`src/rtl/soda_pkg.sv`:
```
// Shared definitions for the soda vending sequencer.
// Holds the default datapath width, change unit, product prices, the FSM
// state encoding, and the price lookup used by the sequencer.
package soda_pkg;

    localparam int W           = 8;
    localparam int CHANGE_UNIT = 5;
    localparam int PRICE0      = 50;
    localparam int PRICE1      = 75;
    localparam int PRICE2      = 100;
    localparam int PRICE3      = 125;

    typedef enum logic [2:0] {
        ST_INIT   = 3'd0,
        ST_WAIT   = 3'd1,
        ST_ADD    = 3'd2,
        ST_DISP   = 3'd3,
        ST_REFUND = 3'd4,
        ST_CHANGE = 3'd5
    } state_t;

    // Price of product s. The price table can be overridden by the caller so
    // that a parameterised top can pass its own prices through.
    function automatic int price_of(input logic [1:0] s,
                                    input int p0 = PRICE0,
                                    input int p1 = PRICE1,
                                    input int p2 = PRICE2,
                                    input int p3 = PRICE3);
        case (s)
            2'd0:    return p0;
            2'd1:    return p1;
            2'd2:    return p2;
            default: return p3;
        endcase
    endfunction

endpackage

```
`src/rtl/soda_idle_timer.sv`:
```
// Inactivity counter for the vending sequencer.
// Ports:
//   clk, rst : clock and asynchronous active-low reset
//   clr      : synchronous clear (has priority over en)
//   en       : count enable; the counter saturates at TIMEOUT_CYC-1
//   tc       : terminal count, high while the counter sits at TIMEOUT_CYC-1
module soda_idle_timer #(
    parameter int TIMEOUT_CYC = 1000
) (
    input  logic clk,
    input  logic rst,
    input  logic clr,
    input  logic en,
    output logic tc
);

    localparam int            CW   = (TIMEOUT_CYC > 1) ? $clog2(TIMEOUT_CYC) : 1;
    localparam logic [CW-1:0] TERM = CW'(TIMEOUT_CYC - 1);

    logic [CW-1:0] cnt;

    always_ff @(posedge clk or negedge rst) begin
        if (!rst) begin
            cnt <= '0;
        end else if (clr) begin
            cnt <= '0;
        end else if (en && (cnt != TERM)) begin
            cnt <= cnt + CW'(1);
        end
    end

    assign tc = (cnt == TERM);

endmodule

```
`src/rtl/soda_vend_sequencer.sv`:
```
// Multi-product soda vending sequencer.
// Accumulates coin credit, latches a product selection, dispenses once the
// credit covers the price, then pays change back as CHANGE_UNIT pulses.
// Ports:
//   clk, rst          : clock, asynchronous active-low reset
//   coin_valid/val    : coin strobe and value
//   sel_valid/sel     : selection strobe and product index
//   cancel            : refund request strobe
//   credit            : current credit register
//   disp/disp_sel     : one-cycle dispense pulse and product index
//   change_pulse      : one pulse per CHANGE_UNIT returned
//   coin_reject       : one-cycle pulse for a coin that was not accepted
//   busy              : high in ADD, DISP, REFUND, CHANGE
//   state_dbg         : current FSM state encoding (soda_pkg::state_t)
// Handshake: all inputs are single-cycle strobes sampled on posedge clk;
// there is no back-pressure, a strobe that cannot be taken is dropped (and a
// dropped coin is reported on coin_reject the following cycle).
module soda_vend_sequencer #(
    parameter int W           = soda_pkg::W,
    parameter int PRICE0      = soda_pkg::PRICE0,
    parameter int PRICE1      = soda_pkg::PRICE1,
    parameter int PRICE2      = soda_pkg::PRICE2,
    parameter int PRICE3      = soda_pkg::PRICE3,
    parameter int CHANGE_UNIT = soda_pkg::CHANGE_UNIT,
    parameter int MAX_CREDIT  = 250,
    parameter int TIMEOUT_CYC = 1000
) (
    input  logic         clk,
    input  logic         rst,
    input  logic         coin_valid,
    input  logic [W-1:0] coin_val,
    input  logic         sel_valid,
    input  logic [1:0]   sel,
    input  logic         cancel,
    output logic [W-1:0] credit,
    output logic         disp,
    output logic [1:0]   disp_sel,
    output logic         change_pulse,
    output logic         coin_reject,
    output logic         busy,
    output logic [2:0]   state_dbg
);

    import soda_pkg::*;

    localparam logic [W-1:0] UNIT = W'(CHANGE_UNIT);

    state_t       state;
    logic [W-1:0] rem;
    logic [W-1:0] coin_hold;
    logic [1:0]   sel_q;
    logic         sel_pend;

    logic         tmr_clr;
    logic         tmr_en;
    logic         tmr_tc;

    logic [W:0]   credit_ext;
    logic [W:0]   sum_ext;
    logic [W:0]   price_ext;
    logic [W-1:0] disp_rem;
    logic         coin_fits;
    logic         timeout;
    logic         coin_accept;

    // Ceiling test is done one bit wider so credit+coin cannot wrap.
    assign credit_ext  = {1'b0, credit};
    assign sum_ext     = credit_ext + {1'b0, coin_val};
    assign price_ext   = (W+1)'(price_of(sel_q, PRICE0, PRICE1, PRICE2, PRICE3));
    assign disp_rem    = credit - price_ext[W-1:0];
    assign coin_fits   = (sum_ext <= (W+1)'(MAX_CREDIT));
    assign timeout     = tmr_tc && (credit != '0);
    // A coin is only taken in WAIT when neither cancel nor timeout outranks it.
    assign coin_accept = (state == ST_WAIT) && !cancel && !timeout && coin_fits;

    assign tmr_clr   = coin_valid || sel_valid || (credit == '0) || (state != ST_WAIT);
    assign tmr_en    = (state == ST_WAIT);
    assign state_dbg = state;

    soda_idle_timer #(
        .TIMEOUT_CYC(TIMEOUT_CYC)
    ) u_idle_timer (
        .clk(clk),
        .rst(rst),
        .clr(tmr_clr),
        .en (tmr_en),
        .tc (tmr_tc)
    );

    // Outputs are registered against the state being entered, so disp is
    // high exactly while in DISP and change_pulse exactly while in CHANGE
    // with rem >= CHANGE_UNIT.
    always_ff @(posedge clk or negedge rst) begin
        if (!rst) begin
            state        <= ST_INIT;
            credit       <= '0;
            rem          <= '0;
            coin_hold    <= '0;
            sel_q        <= '0;
            sel_pend     <= 1'b0;
            disp         <= 1'b0;
            disp_sel     <= '0;
            change_pulse <= 1'b0;
            coin_reject  <= 1'b0;
            busy         <= 1'b0;
        end else begin
            disp         <= 1'b0;
            change_pulse <= 1'b0;
            coin_reject  <= coin_valid && !coin_accept;
            case (state)
                ST_INIT: begin
                    credit   <= '0;
                    sel_pend <= 1'b0;
                    busy     <= 1'b0;
                    state    <= ST_WAIT;
                end
                ST_WAIT: begin
                    if (cancel || timeout) begin
                        busy  <= 1'b1;
                        state <= ST_REFUND;
                    end else if (coin_valid) begin
                        if (coin_fits) begin
                            coin_hold <= coin_val;
                            busy      <= 1'b1;
                            state     <= ST_ADD;
                        end
                    end else if (sel_valid) begin
                        sel_q    <= sel;
                        sel_pend <= 1'b1;
                    end else if (sel_pend && (credit_ext >= price_ext)) begin
                        disp     <= 1'b1;
                        disp_sel <= sel_q;
                        busy     <= 1'b1;
                        state    <= ST_DISP;
                    end
                end
                ST_ADD: begin
                    credit <= credit + coin_hold;
                    busy   <= 1'b0;
                    state  <= ST_WAIT;
                end
                ST_DISP: begin
                    rem          <= disp_rem;
                    credit       <= '0;
                    sel_pend     <= 1'b0;
                    change_pulse <= (disp_rem >= UNIT);
                    state        <= ST_CHANGE;
                end
                ST_REFUND: begin
                    rem          <= credit;
                    credit       <= '0;
                    sel_pend     <= 1'b0;
                    change_pulse <= (credit >= UNIT);
                    state        <= ST_CHANGE;
                end
                ST_CHANGE: begin
                    // Residual below one unit is forfeited on exit.
                    if (rem >= UNIT) begin
                        rem          <= rem - UNIT;
                        change_pulse <= ((rem - UNIT) >= UNIT);
                    end else begin
                        busy  <= 1'b0;
                        state <= ST_INIT;
                    end
                end
                default: begin
                    busy  <= 1'b0;
                    state <= ST_INIT;
                end
            endcase
        end
    end

endmodule

```
`config.mk`:
```
export PLATFORM = sky130hd
export DESIGN_NAME = soda_vend_sequencer
export DESIGN_NICKNAME = d
export VERILOG_FILES = /design/src/rtl/soda_pkg.sv /design/src/rtl/soda_idle_timer.sv /design/src/rtl/soda_vend_sequencer.sv
export SDC_FILE = /design/constraint.sdc
export NUM_CORES = 1
export LEC_CHECK = 0
export ABC_CLOCK_PERIOD_IN_PS = 3300
export BUFFER_PORTS_ARGS = -buffer_cell sky130_fd_sc_hd__buf_2
export CAP_MARGIN = 20
export CELL_PAD_IN_SITES_DETAIL_PLACEMENT = 0
export CELL_PAD_IN_SITES_GLOBAL_PLACEMENT = 2
export CORE_MARGIN = 4
export CORE_UTILIZATION = 37
export DETAILED_ROUTE_END_ITERATION = 6
export PLACE_DENSITY_LB_ADDON = 0.05
export SLEW_MARGIN = 10
export SYNTH_ARGS = -nofsm -noshare
export SYNTH_HDL_FRONTEND = slang
export SYNTH_SLANG_ARGS = --single-unit
```
`constraint.sdc`:
```
create_clock -name clk -period 3.3 [get_ports clk]
set_input_delay 0.165 -clock clk [delete_from_list [all_inputs] [get_ports clk]]
set_output_delay 0.165 -clock clk [all_outputs]
set_load 0.05 [all_outputs]
```
==> impl_results.md, run 1 <==
* Num ports at 32
* MaxCap Viol Count at 0
* Min Clock Period, post-route at 3.10 ns
* Fin cells at 515
* Initial Util at 37.9%
* Async SR Flop Fraction at 100%
* Register area share after synthesis at 35.0%
* Worst setup SP type: flop
* Initial antenna violation count at 0
* P_leak at 1.77 nW
* Cell Pwr Density at 899 nW/um^2
* Share of cells above drive strength 1 at 18.7%
* Post-synthesis adder-cell area fraction at 14.0%
* Worst skew pair latency at 0.31 ns
* Drt total wl at 8580 um
* Synth Register Bits at 46
* Compound-Gate Fraction of Synth Area at 17.3%
* Peak supply drop at 0.000288 V
* Synthesized net count at 411
* Core Box Area at 8680 um^2
* Syn avg cell area at 9.12 um^2
* Fill cells at 913
* Top cell family by delay on the critical path: simple AND/OR/NAND/NOR gates
* Hold Fails Final Rpt at 0
* Area share of the largest cell type after synthesis at 35.0%
* Leading area contributor after synthesis: dfrtp_1
* Worst setup EP type: flop
* Layout area overhead at 14.8%
* First-pass GRT wire length at 14400 um
* Routed vias at 2735
* Setup Skew at 0.0145 ns
* Main combinational cell family by area after synthesis: simple AND/OR/NAND/NOR gates
* Most used cell, CP: nor2_1
* Die W at 102 um
* Gr usage total at 17.6%
* Drt wl/cell at 16.7 um
* Post-Synth XOR/XNOR Area at 6.65%
* Slew margin rel. at 41.8%
* Clock Pin Slew Worst Setup and Hold Paths at 0.10 ns
* Total grt overflow at 0
* Tightest Pin Transition at 0.867 ns
* Synth top area cells: dfrtp_1, ha_1, nor2_1, mux2_2, xnor2_1
* Critical path's slowest cell: or4_1
* CP Class: flop to flop
* N_diodes at 0
* Post-synth EDFFs at 0
* Outcome: completed
* Worst hold path class: input port to flop
* Synth warnings at 0
* Multi-input gate area at 2060 um^2
* DP HPWL at 6640 um
* Clk buf depth at 2
* DRT Pass-1 Iters at 4
* Count leader, synth: dfrtp_1
* Remaining DRCs at 0
* Vias per cell at 5.31
* Clock buffer count from CTS at 5
* Setup_tns at 0 ns
* Post-route ant nets at 0
* Synth cell count leaders: dfrtp_1, nor2_1, ha_1
* # rows at 34
* H-tree levels at 2
* Post-synthesis mux area share at 4.75%
* Slew Viols, Final at 0
* CP bufs+invs at 1
* Fin nets at 456
* Die area at 10500 um^2
* Critical-path maximum fanout at 7
* Buffers on Ports at 31
* Die H at 102 um
* Slowest stage delay, CP at 0.55 ns
* Clock sink count at 46
* Setup Viol. Count Final at 0
* Dominant synthesized flop cell: dfrtp_1
* Cell Area, Synth at 3290 um^2
* Syn Inst Count at 361
* Placer Congestion at 0.785
* Final period utilization at 94.0%
* Worst EP required at 3.48 ns
* Number of global-route vias before repair at 2742
* Max Fclk at 322 MHz
* CP Cell Sequence: inv_1 -> ha_2 -> nor2_1 -> or2_2 -> ha_1 -> nor2b_1 -> o31a_1 -> o21a_1 -> nor2_1 -> xnor2_1 -> or4_1 -> nor3_2 -> o21ai_0
* TritonCTS clock tree: yes
* Post-synthesis simple-gate area fraction at 19.5%
* Largest net degree at the start of global routing at 44
* Register area at 1150 um^2
* Critical path arrival at 3.29 ns
* 1st-iter DRT viols at 74
* Placed instance count at 504
* Root buf cell: clkbuf_8
* Synth cell types at 50
-- routing by layer --
layer	vias to the layer above	track usage, %	wire length (um)
met2	48	28.4	3910
met1	1304	25.0	4240
li1	1375	-	-
met4	0	4.14	96
met5	-	0	0
met3	8	2.73	344
-- layout make-up --
cell class / count / area share (%)
Clock buffer: 5 / 1.82
Clock inverter: 3 / 0.629
Inverter: 17 / 1.69
Multi-Input combinational cell: 291 / 54.5
Sequential cell: 46 / 30.5
Tap cell: 108 / 3.58
Timing Repair Buffer: 45 / 7.29
-- sequential cells by signal, indices dropped and copies added (netlist names) --
signal / cells
disp_sel: 2
disp: 1
coin_hold: 8
coin_reject: 1
u_idle_timer.cnt: 10
state_dbg: 3
busy: 1
rem: 8
credit: 8
sel_pend: 1
sel_q: 2
change_pulse: 1
-- path summary, 6_finish.rpt --
| kind | slack, ns | startpoint | depth (start not counted) | to |
|---|---|---|---|---|
| setup reg to reg | 0.20 | sel_q[0] | 13 | change_pulse |
| setup / recovery | 0.20 | sel_q[0] | 13 | change_pulse |
| hold reg to reg | 0.49 | disp_sel[1] | 1 | disp_sel[1] |
| hold / removal | 0.09 | sel[1] | 2 | sel_q[1] |
| max in group asynchronous | 2.36 | rst | 4 | u_idle_timer.cnt[7] |
| min in group asynchronous | 0.33 | rst | 2 | credit[1] |
-- what timing repair did --
item,in CTS,in global routing
setup buffers,0,1
hold endpoints to repair,0,16
hold buffers,0,1
gates resized for setup,0,4
endpoints found under the setup margin,0,1
-- layout by cell type (no fill, tap or decap), types with 5 or more instances in the layout --
cell type and count:
a21oi_1 22, nor3_1 13, a31oi_1 5, xnor2_1 13, buf_4 12, nor2_1 43
buf_2 31, nor2b_1 8, xor2_1 12, a21o_1 6, ha_1 31, inv_1 16
a211o_1 5, o21ai_0 19, a211oi_1 5, nand3_1 13, mux2_2 11, nand2_1 24
dfrtp_1 44, a22o_1 6, clkbuf_8 5
-- stage by stage --
step / hold slack (ns) / util (%) / worst slack [ns] / cell area, um^2 / total power, mW
3_5_place_dp: 0.405 / 41.9 / 0.200 / 3640 / 3.02
6_report: 0.0867 / 43.5 / 0.197 / 3780 / 3.40
2_1_floorplan: -0.131 / - / 0.170 / 3290 / 2.47
4_1_cts: 0.0612 / 43.0 / 0.161 / 3730 / 3.41
3_3_place_gp: 0.402 / 41.9 / 0.275 / 3640 / 3.01
5_1_grt: 0.0847 / 43.5 / -0.0276 / 3780 / 3.74
-- worst reg2reg max path: cells and delay by family, from the launching register on --
kind	cells	cell delay, ns
simple gates	6	1.28
compound gates	3	0.53
fa+ha+maj	2	0.49
flops	1	0.46
buf+inv	1	0.13
xor+xnor	1	0.09
-- cells by family after synthesis --
family	after synthesis
flip-flops	46
adder cells (fa/ha/maj)	35
multiplexers	14
AND/OR/NAND/NOR	129
buffers and inverters	24
AO/OA/AOI/OAI	88
XOR/XNOR	25
-- power breakdown --
| part | internal (mW) | total, mW | switching, mW | leakage, nW |
|---|---|---|---|---|
| registers | 0.739 | 0.908 | 0.169 | 0.593 |
| logic | 0.840 | 2.11 | 1.27 | 1.13 |
| clock network | 0.152 | 0.374 | 0.222 | 0.0408 |
(Power assumes the default switching activity.)
==> inputs of run 2 (changes only) <==
==> constraint.sdc (replaced) <==
create_clock -name clk -period 3.3 [get_ports clk]
set_input_delay 0.33 -clock clk [delete_from_list [all_inputs] [get_ports clk]]
set_output_delay 0.33 -clock clk [all_outputs]
set_load 0.05 [all_outputs]
==> impl_results.md, run 2 (synthesized netlist as in run 1, its figures left out) <==
* Slew margin rel. at 35.6% (was 41.8%)
* Top cell family by delay on the critical path: simple AND/OR/NAND/NOR gates (unchanged)
* Sequential power share at 26.5% (was 26.7%)
* Total grt overflow at 0 (unchanged)
* Die H at 102 um (unchanged)
* Initial antenna violation count at 0 (unchanged)
* Post-CTS Setup Repair Bufs at 0 (unchanged)
* DRT Pass-1 Iters at 4 (unchanged)
* Internal Dissipation at 1.79 mW (was 1.73 mW)
* Logic pwr share at 61.2% (was 62.2%)
* Slew Viols, Final at 0 (unchanged)
* Clock buffer count from CTS at 5 (unchanged)
* Reg2reg start: sel_q[0] (unchanged)
* Gr usage total at 17.3% (was 17.6%)
* TritonCTS clock tree: yes (unchanged)
* CP Cell Sequence: inv_1 -> ha_1 -> nor2_1 -> or2_2 -> ha_1 -> nor2b_1 -> o31a_1 -> o21a_1 -> nor2_1 -> xnor2_1 -> or4_1 -> nor3_1 -> o21ai_0 (was inv_1 -> ha_2 -> nor2_1 -> or2_2 -> ha_1 -> nor2b_1 -> o31a_1 -> o21a_1 -> nor2_1 -> xnor2_1 -> or4_1 -> nor3_2 -> o21ai_0)
* Commonest non-fill, non-tap cell in the layout: dfrtp_1 (unchanged)
* Root buf cell: clkbuf_8 (unchanged)
* Die W at 102 um (unchanged)
* Critical-path maximum fanout at 7 (unchanged)
* Remaining DRCs at 0 (unchanged)
* Worst hold path class: input port to asynchronous set/reset pin (was input port to flop)
* Min Clock Period, post-route at 3.06 ns (was 3.10 ns)
* Placed instance count at 504 (unchanged)
* Critical path arrival at 3.24 ns (was 3.29 ns)
* Vias per cell at 5.28 (was 5.31)
* Setup ws final at 0.242 ns (was 0.197 ns)
* H-tree levels at 2 (unchanged)
* DP HPWL at 6600 um (was 6640 um)
* Clock sink count at 46 (unchanged)
* Buffers on Ports at 31 (unchanged)
* Core Box Area at 8680 um^2 (unchanged)
* Slowest stage delay, CP at 0.52 ns (was 0.55 ns)
* Die area at 10500 um^2 (unchanged)
* Most frequent cells in the layout: dfrtp_1, nor2_1, ha_1, buf_2, nand2_1 (unchanged)
* Tightest Pin Transition at 0.966 ns (was 0.867 ns)
* Worst skew pair latency at 0.30 ns (was 0.31 ns)
* CTS resizes at 0 (unchanged)
* Setup_tns at 0 ns (unchanged)
* Final instance area at 3750 um^2 (was 3780 um^2)
* Largest net degree at the start of global routing at 40 (was 44)
* DP Worst Slack at 0.213 ns (was 0.200 ns)
* Core Util, Final at 43.2% (was 43.5%)
* Final period utilization at 92.7% (was 94.0%)
* Clk pwr share at 12.3% (was 11.0%)
* CP Class: flop to flop (unchanged)
* First-pass GRT wire length at 14100 um (was 14400 um)
* R2r worst-path depth at 13 (unchanged)
* 1st-iter DRT viols at 69 (was 74)
* Max Fclk at 327 MHz (was 322 MHz)
* Cell Pwr Density at 915 nW/um^2 (was 899 nW/um^2)
* Worst setup EP type: flop (unchanged)
* Peak supply drop at 0.000383 V (was 0.000288 V)
* Hold Fails Final Rpt at 0 (unchanged)
* R2R setup slack at 0.24 ns (was 0.20 ns)
* MaxCap Viol Count at 0 (unchanged)
* Drt total wl at 8450 um (was 8580 um)
* Fin nets at 453 (was 456)
* Hold-fix buffers at CTS at 0 (unchanged)
* Worst EP required at 3.48 ns (about the same)
* Critical path's slowest cell: or4_1 (unchanged)
* Setup Viol. Count Final at 0 (unchanged)
* RSZ-0062 raised after global routing: no
* Clock Pin Slew Worst Setup and Hold Paths at 0.09 ns (was 0.10 ns)
* Placement-stage cell area at 3640 um^2 (unchanged)
* Drt wl/cell at 16.5 um (was 16.7 um)
* Outcome: completed (unchanged)
* N_diodes at 0 (unchanged)
* Routed vias at 2704 (was 2735)
* Max FFs per register at 10 (unchanged)
* Number of global-route vias before repair at 2771 (was 2742)
* Fin cells at 512 (was 515)
* Final Hold Slack at 0.178 ns (was 0.0867 ns)
* # rows at 34 (unchanged)
* Net Sw Power at 1.64 mW (was 1.66 mW)
* Share of cells above drive strength 1 at 17.6% (was 18.7%)
* Initial Util at 37.9% (unchanged)
* Setup Skew at 0.00923 ns (was 0.0145 ns)
* Clk buf depth at 2 (unchanged)
* Layout area overhead at 13.9% (was 14.8%)
* CP bufs+invs at 1 (unchanged)
* Post-route ant nets at 0 (unchanged)
* Tot Pwr at 3.43 mW (was 3.40 mW)
* Num ports at 32 (unchanged)
* Worst setup SP type: flop (unchanged)
* P_leak at 1.77 nW (about the same)
* Placer Congestion at 0.783 (was 0.785)
* Biggest register: u_idle_timer.cnt (unchanged)
* Worst reg2reg endpoint: change_pulse (unchanged)
* Switching share of power at 47.8% (was 49.0%)
==> run 2: cell types whose count changed in the layout (fill, tap and decap cells not counted), sizes merged <==
| cell | change |
|---|---|
| dlygate4sd3 | -1 |
| bufinv | +1 |
| inv | -1 |
| clkinv | +2 |
| buf | -2 |
| clkinvlp | -2 |
==> run 2: power groups by stage <==
stage          Clock [mW]  Combinational, mW  Sequential [mW]
2_1_floorplan           0               1.42             1.05
3_3_place_gp            0               2.10            0.914
3_5_place_dp            0               2.10            0.919
4_1_cts             0.437               2.11            0.907
5_1_grt             0.455               2.35            0.939
6_report            0.423               2.10            0.908
==> run 2: worst max-delay path by stage <==
stage | start | cells past startpoint | slack, ns | endpoint
after floorplan | credit[5] | 7 | 0.17 | disp_sel[0]
after global routing | sel_q[0] | 13 | 0.02 | change_pulse
final | sel_q[0] | 13 | 0.24 | change_pulse
after detailed placement | sel_q[0] | 13 | 0.21 | change_pulse
after global placement | sel_q[0] | 13 | 0.28 | change_pulse
after CTS | sel_q[0] | 13 | 0.20 | change_pulse
==> run 2: cell type report <==
class                           count  area [um^2]
Sequential cell                    46         1150
Inverter                           17         63.8
Clock inverter                      3         40.0
Clock buffer                        5         68.8
Multi-Input combinational cell    291         2050
Timing Repair Buffer               42          238
Fill cell                         920         4930
Tap cell                          108          135
==> run 2: worst register-to-register path, cell delays in order (launching register included) <==
cell,delay (ns)
dfrtp_2,0.46
inv_1,0.12
ha_1,0.18
nor2_1,0.05
or2_2,0.28
ha_1,0.28
nor2b_1,0.14
o31a_1,0.27
o21a_1,0.17
nor2_1,0.11
xnor2_1,0.09
or4_1,0.52
nor3_1,0.17
o21ai_0,0.09
==> run 2: metal layers <==
layer  global-route usage [%]  part of all wire [%]  up-vias
met3                     2.53                   2.4        2
li1                         -                     -     1373
met5                        0                     0        -
met2                     28.7                    46       29
met1                     24.2                    51     1300
met4                     3.33                  0.50        0
